<file path="config.mk">
export PLATFORM = sky130hd
export DESIGN_NAME = alu_result_buffer
export DESIGN_NICKNAME = d
export VERILOG_FILES = /design/src/rtl/alu_result_buffer.sv
export SDC_FILE = /design/constraint.sdc
export NUM_CORES = 1
export LEC_CHECK = 0
export CAP_MARGIN = 20
export CORE_UTILIZATION = 30
export CTS_BUF_LIST = sky130_fd_sc_hd__clkbuf_16
export DETAILED_ROUTE_END_ITERATION = 16
export GPL_ROUTABILITY_DRIVEN = 0
export SYNTH_ARGS = -nofsm -noshare
export SYNTH_HDL_FRONTEND = slang
export SYNTH_SLANG_ARGS = --single-unit
</file>
<file path="constraint.sdc">
create_clock -name clk -period 3.95 [get_ports clk]
set_clock_uncertainty 0.05 [all_clocks]
set_input_delay 0.9875 -clock clk [delete_from_list [all_inputs] [get_ports clk]]
set_output_delay 0.9875 -clock clk [all_outputs]
set_load 0.05 [all_outputs]
</file>
<file path="src/rtl/alu_result_buffer.sv">
// Two-entry in-order result buffer between the and/or/xor unit and writeback.
// Zero/sign flags are captured at write so the read side is purely registered.
module alu_result_buffer #(
  parameter int WIDTH = 32
) (
  input  logic             clk,
  input  logic             rst_n,
  input  logic             in_valid,
  output logic             in_ready,
  input  logic [WIDTH-1:0] in_res,
  input  logic [4:0]       in_rd,
  output logic             out_valid,
  input  logic             out_ready,
  output logic [WIDTH-1:0] out_res,
  output logic [4:0]       out_rd,
  output logic             out_zero,
  output logic             out_sign,
  input  logic             flush,
  output logic [1:0]       count
);

  logic [WIDTH-1:0] res_r [2];
  logic [4:0]       rd_r  [2];
  logic [1:0]       zero_r;
  logic [1:0]       sign_r;
  logic             wptr_r;
  logic             rptr_r;
  logic [1:0]       count_r;

  logic             full_s;
  logic             push_s;
  logic             pop_s;

  function automatic logic res_is_zero(input logic [WIDTH-1:0] v);
    return (v == {WIDTH{1'b0}});
  endfunction

  // Handshake decode; a full buffer still accepts when the head leaves this cycle.
  always_comb begin
    full_s   = 1'b0;
    in_ready = 1'b0;
    push_s   = 1'b0;
    pop_s    = 1'b0;
    full_s   = (count_r == 2'd2);
    in_ready = flush | ~full_s | out_ready;
    push_s   = in_valid & in_ready & ~flush;
    pop_s    = (count_r != 2'd0) & out_ready & ~flush;
  end

  // Pointer and occupancy state; flush discards everything including same-cycle traffic.
  always_ff @(posedge clk or negedge rst_n) begin
    if (!rst_n) begin
      wptr_r  <= 1'b0;
      rptr_r  <= 1'b0;
      count_r <= 2'd0;
    end else if (flush) begin
      wptr_r  <= 1'b0;
      rptr_r  <= 1'b0;
      count_r <= 2'd0;
    end else begin
      if (push_s) begin
        wptr_r <= ~wptr_r;
      end
      if (pop_s) begin
        rptr_r <= ~rptr_r;
      end
      case ({push_s, pop_s})
        2'b10:   count_r <= count_r + 2'd1;
        2'b01:   count_r <= count_r - 2'd1;
        default: count_r <= count_r;
      endcase
    end
  end

  // Entry payload; when full with pop-through the write lands in the slot being vacated.
  always_ff @(posedge clk or negedge rst_n) begin
    if (!rst_n) begin
      res_r[0] <= {WIDTH{1'b0}};
      res_r[1] <= {WIDTH{1'b0}};
      rd_r[0]  <= 5'd0;
      rd_r[1]  <= 5'd0;
      zero_r   <= 2'b11;
      sign_r   <= 2'b00;
    end else if (push_s) begin
      res_r[wptr_r]  <= in_res;
      rd_r[wptr_r]   <= in_rd;
      zero_r[wptr_r] <= res_is_zero(in_res);
      sign_r[wptr_r] <= in_res[WIDTH-1];
    end
  end

  // Head view is a mux of registers only; nothing from in_* reaches out_*.
  always_comb begin
    out_valid = 1'b0;
    out_valid = (count_r != 2'd0);
    out_res   = res_r[rptr_r];
    out_rd    = rd_r[rptr_r];
    out_zero  = zero_r[rptr_r];
    out_sign  = sign_r[rptr_r];
    count     = count_r;
  end

endmodule

</file>
After elaboration in Yosys (flattened, before gate mapping)
Cells that the tools add are included.
{ "word_totals": {"ff_bits": 82, "in_bits": 42, "out_inout_bits": 43, "elab_cells": 65} }
{ "classes": {"n_addsub": 2, "magnitude_cmp": 6, "n_eq_ne": 3, "mux": 26, "n_bitwise": 12, "reduce_logical": 7} }
{ "ops": {"columns": ["operator", "count"], "rows": [
  ["$mux 32", 4],
  ["$bwmux 64", 1],
  ["$demux 32 s1", 1],
  ["$logic_not 32->1", 1],
  ["$mux 5", 4],
  ["$bwmux 10", 1],
  ["$mux 1", 9],
  ["$reduce_bool 2->1", 3],
  ["$demux 5 s1", 1],
  ["$and 1x1->1", 4],
  ["$bwmux 2", 2],
  ["$eq 2x2->1 const B", 2],
  ["$ge 2x2->1 const B", 2],
  ["$lt 1x2->1 const B", 2],
  ["$not 1->1", 4],
  ["$not 1->2", 2],
  ["$pmux 2 s2", 1],
  ["$reduce_bool 3->1", 1],
  ["$add 2x1->2 const B", 1],
  ["$eq 2x1->1 const B", 1],
  ["$logic_and 1x1->1", 2],
  ["$lt 2x1->1 const B", 1],
  ["$mux 2", 1],
  ["$or 1x1->1", 2],
  ["3 further kinds", 3]
]} }

Logic depth before layout (Yosys ltp)
{ "depth": {"depth_word": 9, "depth_mapped": 6} }

Worst setup path before layout
No wires, ideal clock.
{ "synth_timing": {"path_type": "input to output", "from": "in out_ready", "to": "out in_ready", "arrival_ps": 1781, "t_required_ps": 2913, "slack_ps": 1132, "stages": 1, "n_path_buf": 0, "cell_sequence": "or4b_1"} }
{ "synth_between": {"elab_chain_len": 1} }
{ "synth_lines": {"columns": ["item", "line", "text"], "rows": [
  ["start: declaration", "13", "input logic out_ready,"],
  ["$or 1x1->1", "45", "in_ready = flush | ~full_s | out_ready;"],
  ["end: declaration", "9", "output logic in_ready,"]
]} }
No other way between the ends.

Worst setup path in the final report
Ends and elaborated chain as after synthesis.

==> results.sh <==
export IMPL_postRouteAntennaNets=0
export IMPL_overflow=0
export IMPL_grt_pass1_vias=2461
export IMPL_fp_dieW_um=111.9
export IMPL_synth_cells=247
export IMPL_yosys_cell_count_top_type="mux2_2"
export IMPL_final_max_slew_viol_count=0
export IMPL_insertion_delay_ns=0.32
export IMPL_dieArea_um2=12530
export IMPL_regToRegSetupSlack_ns=2.08
export IMPL_ys_ff_latch=80
export IMPL_ys_warn_count=0
export IMPL_fin_tns_setup_ns=0
export IMPL_avgViaCountPerCell=4.760
export IMPL_crit_path_end_kind="output port"
export IMPL_synth_common_cells="mux2_2 (92), dfrtp_1 (78), mux2_1 (20)"
export IMPL_portBuffers=84
export IMPL_cts_htree_levels=3
export IMPL_avgRoutedWirePerCell_um=16.18
export IMPL_post_cts_repair_setup_buffers=0
export IMPL_row_count=39
export IMPL_io_pins=85
export IMPL_worstReg2RegStart="count[0]"
export IMPL_crit_chain="clkdlybuf4s50_1, or4b_1, buf_4"
export IMPL_cts_tree="yes"
export IMPL_tightestPinTransition_ns=0.5342
export IMPL_cp_max_fo=8
export IMPL_vias=2299
export IMPL_area_delta_synth_final_pct=36.24
export IMPL_synth_flop_cell="dfrtp_1"
export IMPL_cp_start_kind="input port"
export IMPL_synth_edff_count=0
export IMPL_rsz0062_at_grt="false"
export IMPL_holdBufCountCts=0
export IMPL_required_ns=2.91
export IMPL_ir_drop_v=0.0003348
export IMPL_n_antenna_cell=0
export IMPL_stdcell_area_um2=4938
export IMPL_grt_pass1_wl_um=12770
export IMPL_die_h_um=111.9
export IMPL_cts_sinks=80
export IMPL_path_clk_slew_ns=0.05
export IMPL_cts_repair_resize_count=0
export IMPL_path_class="in -> out"
export IMPL_drt_wl_total_um=7813
export IMPL_clockBufferDepth=2
export IMPL_worstHoldStart="rd_r[2]"
export IMPL_clock_fmax_ghz=0.2958
export IMPL_seq_area_frac_synth_pct=55.30
export IMPL_dr_pass1_iters=12
export IMPL_fin_crit_ns=3.381
export IMPL_synth_area_leader_cell="dfrtp_1"
export IMPL_failed_checks="DRC"
export IMPL_fp_coreArea_um2=11610
export IMPL_hold_path_end="rd_r[2]"
export IMPL_start_util_pct=31.21
export IMPL_arrival_ns=2.34
export IMPL_grt_usage_pct=13.42
export IMPL_rr_worst_depth=4
export IMPL_async_flop_share_pct=100.0
export IMPL_nets=377
export IMPL_slowest_delay_ns=0.61
export IMPL_cap_viol_max_count=0
export IMPL_place_area_um2=4614
export IMPL_grt_max_degree=81
export IMPL_hp_class="reg -> reg"
export IMPL_first_iter_violations=92
export IMPL_clockRootBuffer="clkbuf_16"
export IMPL_ys_types=31
export IMPL_yosysTopAreaCellShare_pct=53.85
export IMPL_drc_errors=7
export IMPL_avgSynthCellArea_um2=14.68
export IMPL_cp_slowest_cell="or4b_1"
export IMPL_maxSlewHeadroom_pct=64.28
export IMPL_numCtsBuffers=9
export IMPL_syn_nets=289
export IMPL_power_density_nw_per_um2=575.9
export IMPL_reg2reg_to="res_r[15]"
export IMPL_antenna_found_initial=0
export IMPL_hold_violations=0
export IMPL_p_leak_nw=1.997
export IMPL_synth_area_top_cells="dfrtp_1 (54%), mux2_2 (29%), mux2_1 (6.2%)"
export IMPL_drive_gt1_share_pct=34.71
export IMPL_synth_area_um2=3625
export IMPL_final_setup_viol_count=0
export IMPL_hpwl_um=5155
export IMPL_holdPathStages=1
export IMPL_period_share_pct=85.58
export IMPL_outcome="complete, but fails checks"
## layout by cell type, fill, tap and decap left out, types with 3 or more instances in the layout
cell type and instances:
inv_1 4, o31ai_1 4, clkinv_1 3, buf_4 7
dfrtp_1 77, clkbuf_16 9, nor4_1 8, clkdlybuf4s50_1 82
nor2_1 4, mux2_2 92, o21ai_0 3, mux2_1 20
## per-layer routing
layer  wire length [µm]  share of wire, %  global-route usage [%]
met1               3544                45                   16.91
met4                115               1.5                   4.865
met2               3782                48                   21.95
met3                370               4.7                   3.756
met5                  0                 0                       0
## stage by stage
| step | hold slack, ns | cells | power, mW | utilization [%] | setup slack (ns) |
|---|---|---|---|---|---|
| after floorplan | 0.4041 | 247 | 1.722 | - | 1.132 |
| after global placement | 0.4178 | 466 | 1.998 | 39.73 | 0.5998 |
| after detailed placement | 0.4252 | 466 | 2.019 | 39.73 | 0.5778 |
| after CTS | 0.4391 | 482 | 2.886 | 42.35 | 0.5755 |
| after global routing | 0.4427 | 483 | 2.980 | 42.52 | 0.5102 |
| final | 0.4352 | 483 | 2.844 | 42.52 | 0.5695 |
## state kept, by name (all words and copies together) (netlist names)
register,cells
res_r,63
rd_r,10
count,2
zero_r,2
rptr_r,1
sign_r,1
wptr_r,1
## worst max-delay path, delay by kind of cell
kind | cells | cell delay (ns)
AND/OR/NAND/NOR | 1 | 0.61
buffers and inverters | 2 | 0.75
## worst max-delay path by stage
stage | from | endpoint | slack [ns] | depth (start not counted)
6_report | out_ready | in_ready | 0.57 | 3
2_1_floorplan | out_ready | in_ready | 1.13 | 1
4_1_cts | out_ready | in_ready | 0.58 | 3
5_1_grt | out_ready | in_ready | 0.51 | 3
3_5_place_dp | out_ready | in_ready | 0.58 | 3
3_3_place_gp | out_ready | in_ready | 0.60 | 3
## final cells by class
class,count,area (µm²)
timing repair buffer,91,913.4
multi-input combinational,151,1529
clock buffer,9,225.2
clock inverter,7,78.83
inverter,2,7.507
sequential,80,2006
tap,143,178.9
fill,1104,6675
## power by group
part           internal, mW  total, mW  switching [mW]  leakage [nW]
clock network         0.542      0.846           0.304         0.155
logic                 0.402      0.918           0.516         0.890
registers             0.999       1.08          0.0812         0.953
## cells by family (layout without fill, tap and decap cells)
kind of cell / Yosys count / in the layout / share of synthesized area, %
buffers and inverters: 16 / 109 / 2.692
and+or+nand+nor: 26 / 26 / 4.798
xor gates and xnor gates: 1 / 1 / 0.2417
AOI/OAI and AO/OA: 12 / 12 / 2.175
DFF: 80 / 80 / 55.30
muxes: 112 / 112 / 34.79
Power figures use the tool's default switching activity.
